## src/rtl/wb_arb_pkg.sv

```systemverilog
// Shared arbitration types and the round-robin first-one search.
package wb_arb_pkg;

  localparam int unsigned MAX_REQ = 8;
  localparam int unsigned MAX_IW  = 3;

  typedef enum logic [1:0] {
    ST_IDLE  = 2'd0,
    ST_BUSY  = 2'd1,
    ST_FLUSH = 2'd2
  } arb_state_e;

  // Returns {valid, index} of the first set bit at or above ptr, wrapping modulo n.
  function automatic logic [MAX_IW:0] rr_first(input logic [MAX_REQ-1:0] req,
                                                input logic [MAX_IW-1:0]  ptr,
                                                input int unsigned        n);
    logic [MAX_IW:0] res;
    int unsigned     k;
    res = '0;
    for (int unsigned i = 0; i < MAX_REQ; i++) begin
      k = (32'(ptr) + i) % n;
      if ((i < n) && !res[MAX_IW] && req[MAX_IW'(k)]) res = {1'b1, MAX_IW'(k)};
    end
    return res;
  endfunction

endpackage

```

## src/rtl/rr_priority_picker.sv

```systemverilog
// Combinational round-robin picker: request vector and pointer in, one-hot winner and index out.
module rr_priority_picker
  import wb_arb_pkg::*;
#(
  parameter  int unsigned N  = 4,
  localparam int unsigned IW = (N > 1) ? $clog2(N) : 1
) (
  input  logic [N-1:0]  req,
  input  logic [IW-1:0] ptr,
  output logic          valid,
  output logic [N-1:0]  onehot,
  output logic [IW-1:0] idx
);

  logic [MAX_REQ-1:0] req_ext;
  logic [MAX_IW-1:0]  ptr_ext;
  logic [MAX_IW:0]    pick;

  always_comb begin
    req_ext        = '0;
    req_ext[N-1:0] = req;
    ptr_ext        = MAX_IW'(ptr);
    pick           = rr_first(req_ext, ptr_ext, N);
  end

  assign valid  = pick[MAX_IW];
  assign idx    = IW'(pick[MAX_IW-1:0]);
  assign onehot = valid ? (N'(1) << idx) : '0;

endmodule

```

## src/rtl/wb_shared_slave_arbiter.sv

```systemverilog
// Round-robin Wishbone classic arbiter sharing one slave among NUM_REQ requesters,
// with a per-strobe timeout that forces an error and flushes a hung access.
module wb_shared_slave_arbiter
  import wb_arb_pkg::*;
#(
  parameter int unsigned NUM_REQ = 4,
  parameter int unsigned AW      = 32,
  parameter int unsigned DW      = 32,
  parameter int unsigned TIMEOUT = 255
) (
  input  logic                    i_clk,
  input  logic                    i_rst_n,
  input  logic [NUM_REQ*AW-1:0]   i_req_adr,
  input  logic [NUM_REQ*DW-1:0]   i_req_dat,
  input  logic [NUM_REQ*DW/8-1:0] i_req_sel,
  input  logic [NUM_REQ-1:0]      i_req_we,
  input  logic [NUM_REQ-1:0]      i_req_cyc,
  input  logic [NUM_REQ-1:0]      i_req_stb,
  output logic [DW-1:0]           o_req_rdt,
  output logic [NUM_REQ-1:0]      o_req_ack,
  output logic [NUM_REQ-1:0]      o_req_err,
  output logic [AW-1:0]           o_slv_adr,
  output logic [DW-1:0]           o_slv_dat,
  output logic [DW/8-1:0]         o_slv_sel,
  output logic                    o_slv_we,
  output logic                    o_slv_cyc,
  output logic                    o_slv_stb,
  input  logic [DW-1:0]           i_slv_rdt,
  input  logic                    i_slv_ack,
  input  logic                    i_slv_err,
  output logic [NUM_REQ-1:0]      o_grant,
  output logic                    o_timeout
);

  localparam int unsigned SW = DW / 8;
  localparam int unsigned IW = (NUM_REQ > 1) ? $clog2(NUM_REQ) : 1;
  localparam int unsigned TW = (TIMEOUT > 0) ? $clog2(TIMEOUT + 1) : 1;

  arb_state_e         state, state_nxt;
  logic [NUM_REQ-1:0] grant_nxt;
  logic [IW-1:0]      gidx, gidx_nxt, gidx_inc;
  logic [IW-1:0]      ptr, ptr_nxt;
  logic [TW-1:0]      tcnt, tcnt_nxt;
  logic               pick_valid;
  logic [NUM_REQ-1:0] pick_onehot;
  logic [IW-1:0]      pick_idx;
  logic               g_cyc, g_stb, busy, stalled, tmo_hit;

  rr_priority_picker #(.N(NUM_REQ)) u_picker (
    .req    (i_req_cyc),
    .ptr    (ptr),
    .valid  (pick_valid),
    .onehot (pick_onehot),
    .idx    (pick_idx)
  );

  // Grant mux (index 0 while idle) and response routing to the owner only.
  always_comb begin
    o_slv_adr = i_req_adr[32'(gidx)*AW +: AW];
    o_slv_dat = i_req_dat[32'(gidx)*DW +: DW];
    o_slv_sel = i_req_sel[32'(gidx)*SW +: SW];
    o_slv_we  = i_req_we[gidx];
    g_cyc     = i_req_cyc[gidx];
    g_stb     = i_req_stb[gidx] & g_cyc;
    busy      = (state == ST_BUSY);
    stalled   = busy & g_stb & ~i_slv_ack & ~i_slv_err;
    tmo_hit   = (TIMEOUT != 0) && stalled && (tcnt == TW'(TIMEOUT));
    o_slv_cyc = busy & g_cyc & ~tmo_hit;
    o_slv_stb = busy & g_stb & ~tmo_hit;
    o_req_ack = busy ? (o_grant & {NUM_REQ{i_slv_ack}}) : '0;
    o_req_err = busy ? (o_grant & {NUM_REQ{i_slv_err | tmo_hit}}) : '0;
    o_req_rdt = i_slv_rdt;
    o_timeout = tmo_hit;
    gidx_inc  = (gidx == IW'(NUM_REQ - 1)) ? '0 : gidx + IW'(1);
  end

  always_comb begin
    state_nxt = state;
    grant_nxt = o_grant;
    gidx_nxt  = gidx;
    ptr_nxt   = ptr;
    tcnt_nxt  = '0;
    unique case (state)
      ST_IDLE: begin
        if (pick_valid) begin
          grant_nxt = pick_onehot;
          gidx_nxt  = pick_idx;
          state_nxt = ST_BUSY;
        end
      end
      ST_BUSY, ST_FLUSH: begin
        if (!g_cyc) begin
          state_nxt = ST_IDLE;
          grant_nxt = '0;
          gidx_nxt  = '0;
          ptr_nxt   = gidx_inc;
        end else if (tmo_hit) begin
          state_nxt = ST_FLUSH;
        end else if ((TIMEOUT != 0) && stalled) begin
          tcnt_nxt = tcnt + TW'(1);
        end
      end
      default: state_nxt = ST_IDLE;
    endcase
  end

  always_ff @(posedge i_clk or negedge i_rst_n) begin
    if (!i_rst_n) begin
      state   <= ST_IDLE;
      o_grant <= '0;
      gidx    <= '0;
      ptr     <= '0;
      tcnt    <= '0;
    end else begin
      state   <= state_nxt;
      o_grant <= grant_nxt;
      gidx    <= gidx_nxt;
      ptr     <= ptr_nxt;
      tcnt    <= tcnt_nxt;
    end
  end

endmodule

```

## config.mk

```make
export PLATFORM = sky130hd
export DESIGN_NAME = wb_shared_slave_arbiter
export DESIGN_NICKNAME = d
export VERILOG_FILES = /design/src/rtl/wb_arb_pkg.sv /design/src/rtl/rr_priority_picker.sv /design/src/rtl/wb_shared_slave_arbiter.sv
export SDC_FILE = /design/constraint.sdc
export NUM_CORES = 1
export LEC_CHECK = 0
export BUFFER_PORTS_ARGS = -buffer_cell sky130_fd_sc_hd__buf_2
export CORE_AREA = 5 5 166 168
export CTS_CLUSTER_DIAMETER = 60
export DETAILED_ROUTE_END_ITERATION = 7
export DIE_AREA = 0 0 171 173
export PLACE_DENSITY = 0.38
export SLEW_MARGIN = 20
export SYNTH_ARGS = -nofsm -noshare
export SYNTH_HDL_FRONTEND = slang
export SYNTH_HIERARCHICAL = 1
export SYNTH_SLANG_ARGS = --single-unit
```

## constraint.sdc

```tcl
create_clock -name i_clk -period 4 [get_ports i_clk]
set_clock_uncertainty 0.1 [all_clocks]
set_input_delay 0.8 -clock i_clk [delete_from_list [all_inputs] [get_ports i_clk]]
set_output_delay 0.8 -clock i_clk [all_outputs]
set_load 0.02 [all_outputs]
```

==> results.py <==
metrics = {
    "global_routing": {
        "busiest_layer": "met2",
        "grt_max_degree": 69,
        "use_met3": 0.0342,
        "grt_usage": 0.123,
        "grt_overflow": 0,
        "grt_pass1_vias": 3961,
        "global_route.usage.met1": 0.165,
        "antenna_found_initial": 5,
        "grt_pass1_wl_mm": 27.4,
        "met2_usage": 0.205,
    },
    "worst_setup_path": {
        "critPathSlowestCell": "nor4bb_1",
        "cp.required_ns": 3.10,
        "end_kind": "primary output",
        "crit_top_cell": "buf_2",
        "critPathTopFamily": "simple AND/OR/NAND/NOR gates",
        "path_buf_inv": 2,
        "path_cells": "buf_2 > nor4bb_1 > nand4_1 > a21oi_2 > or2_2 > and3_1 > buf_2",
        "critPathMaxFanout": 6,
        "critPathArrivalTime_ns": 2.37,
        "start_kind": "primary input",
        "critPathMaxStageDelay_ns": 0.33,
        "crit_type": "in -> out",
    },
    "floorplan": {
        "fp.dieW_um": 171,
        "io_pins": 436,
        "fp.dieH_um": 173,
        "core_sq_um": 25800,
        "die_area_sq_um": 29600,
        "initial_utilization": 0.122,
        "rows": 59,
    },
    "logic_synthesis": {
        "yosysSeqAreaShare": 0.143,
        "synth.distinct_cells": 43,
        "netlist_instances": 249,
        "syn_area_per_cell_sq_um": 12.7,
        "synthFlopType": "dfrtp_1",
        "ys_ff_latch": 18,
        "syn-cell-area_sq_um": 3150,
        "yosys_warnings": 6,
        "synth_edf_count": 0,
        "syn-num-nets": 575,
        "ys_async_sr_fraction": 1.00,
    },
    "sta": {
        "maxSlewViolCount": 0,
        "fmax_mhz": 306,
        "min_period_ns": 3.27,
        "hold_ws_ns": 0.383,
        "finalCritPeriodShare": 0.817,
        "tns_ns": 0,
        "slew_headroom": 0.336,
        "tightest_slew_ns": 0.997,
        "finalHoldViolCount": 0,
        "setup_viol": 0,
        "grt_setup_unrepaired": "no",
    },
    "routing": {
        "wl_per_cell_um": 21.7,
        "ant_nets": 0,
        "drc": 0,
        "drtPass1Iterations": 5,
        "vias": 3634,
        "drt_iter0_markers": 186,
        "wl_mm": 19.8,
        "avgViaCountPerCell": 3.99,
    },
    "clocking": {
        "cts_setup_buffers": 0,
        "clk_path_buf_depth": 2,
        "cts_sinks": 18,
        "postCtsHoldBufs": 0,
        "root_buffer": "clkbuf_16",
        "cts_buffers": 3,
        "clk_latency_ns": 0.25,
        "cts_resized": 0,
        "clk_pin_slew_ns": 0.06,
        "htree_levels": 1,
        "cts_tree": "built",
    },
    "finish": {
        "syn2layout_area_growth_pct": 65.0,
        "nNetsFinal": 900,
        "layout_commonest_cell": "buf_2",
        "finalCoreUtilization": 0.202,
        "drive_gt1_frac": 0.818,
        "final_cell_mix": "371 x buf_2, 69 x mux4_2, 16 x nor2_1, 16 x dfrtp_1, 11 x mux2_2",
    },
    "outcome": {
        "status": "completed",
    },
    "job": {
        "maxCapViolCount": 0,
    },
    "placed_design": {
        "hpwl_mm": 17.6,
        "gp_congestion": 0.893,
        "io_buffers": 371,
    },
    "power": {
        "power_density_nw_per_um2": 484,
        "p_leak_nw": 2.50,
        "finalPower_mw": 2.52,
        "vdd_ir_drop_max_v": 0.000178,
    },
    "min_path": {
        "min_path_type": "in -> async",
    },
}
-- worst paths after layout --
check / startpoint / end / slack (ns) / depth (start not counted)
worst max-delay path: i_slv_ack / o_req_err[1] / 0.73 / 7
worst min-delay path: i_rst_n / tcnt[2]$_DFF_PN0_ / 0.38 / 1
worst max register to register: gidx[1]$_DFFE_PN0P_ / o_grant[2]$_DFFE_PN0P_ / 1.87 / 5
worst min register to register: tcnt[0]$_DFF_PN0_ / tcnt[0]$_DFF_PN0_ / 0.39 / 1
max in group asynchronous: i_rst_n / gidx[0]$_DFFE_PN0P_ / 3.08 / 1
min in group i_clk: tcnt[0]$_DFF_PN0_ / tcnt[0]$_DFF_PN0_ / 0.39 / 1
-- Yosys cell counts, types with 3 or more instances --
| cell | number | area share |
|---|---|---|
| inv_1 | 8 | 0.0095 |
| nor2b_1 | 6 | 0.012 |
| dfrtp_1 | 18 | 0.14 |
| xor2_1 | 4 | 0.011 |
| nand3_1 | 5 | 0.0079 |
| nand2_1 | 4 | 0.0048 |
| mux2_2 | 11 | 0.039 |
| o21ai_0 | 3 | 0.0048 |
| buf_4 | 32 | 0.076 |
| clkbuf_1 | 10 | 0.012 |
| nor2_1 | 16 | 0.019 |
| and3_1 | 10 | 0.020 |
| ha_1 | 6 | 0.024 |
| nand4_1 | 3 | 0.0060 |
| buf_6 | 3 | 0.011 |
| a21oi_1 | 5 | 0.0079 |
| buf_2 | 8 | 0.013 |
| mux4_2 | 69 | 0.49 |
-- registers in the layout (all words and copies together) (netlist names) --
| signal | cells |
|---|---|
| tcnt | 8 |
| o_grant | 4 |
| gidx | 2 |
| ptr | 2 |
| state | 2 |
-- per-layer routing --
metal  up-vias  wire [um]
li1       1629          -
met1      1788       8330
met2       203       9300
met3         8       2070
met4         6         29
met5         -         34
-- logic make-up after synthesis --
kind of cell             Yosys count  synth area share
AO/OA/AOI/OAI                     21            0.0560
multiplexers                      83             0.547
flip-flops                        18             0.143
XOR/XNOR                           6            0.0167
adder cells (fa/ha/maj)            6            0.0238
buffers and inverters             62             0.123
AND/OR/NAND/NOR                   53            0.0905
-- per-stage QoR --
stage	std cells	setup slack, ns	instance area [sq um]
finish	911	0.733	5200
global route	910	0.621	5200
CTS	908	0.723	5190
detailed placement	904	0.731	5110
global placement	904	0.734	5110
floorplan	249	1.09	3150
-- power by group --
part	switching [mW]	internal, mW	total [mW]
Clock	0.0694	0.135	0.205
Sequential	0.104	0.224	0.328
Combinational	1.07	0.911	1.98
Total	1.25	1.27	2.52
-- area by class of cell --
| class | instances | area (sq um) |
|---|---|---|
| inverter | 8 | 30.0 |
| timing repair buffer | 374 | 1890 |
| multi-input combinational | 169 | 2310 |
| fill | 2867 | 20600 |
| clock buffer | 4 | 78.8 |
| sequential | 18 | 458 |
| tap | 335 | 419 |
| antenna | 3 | 7.51 |
(Power assumes the default switching activity.)
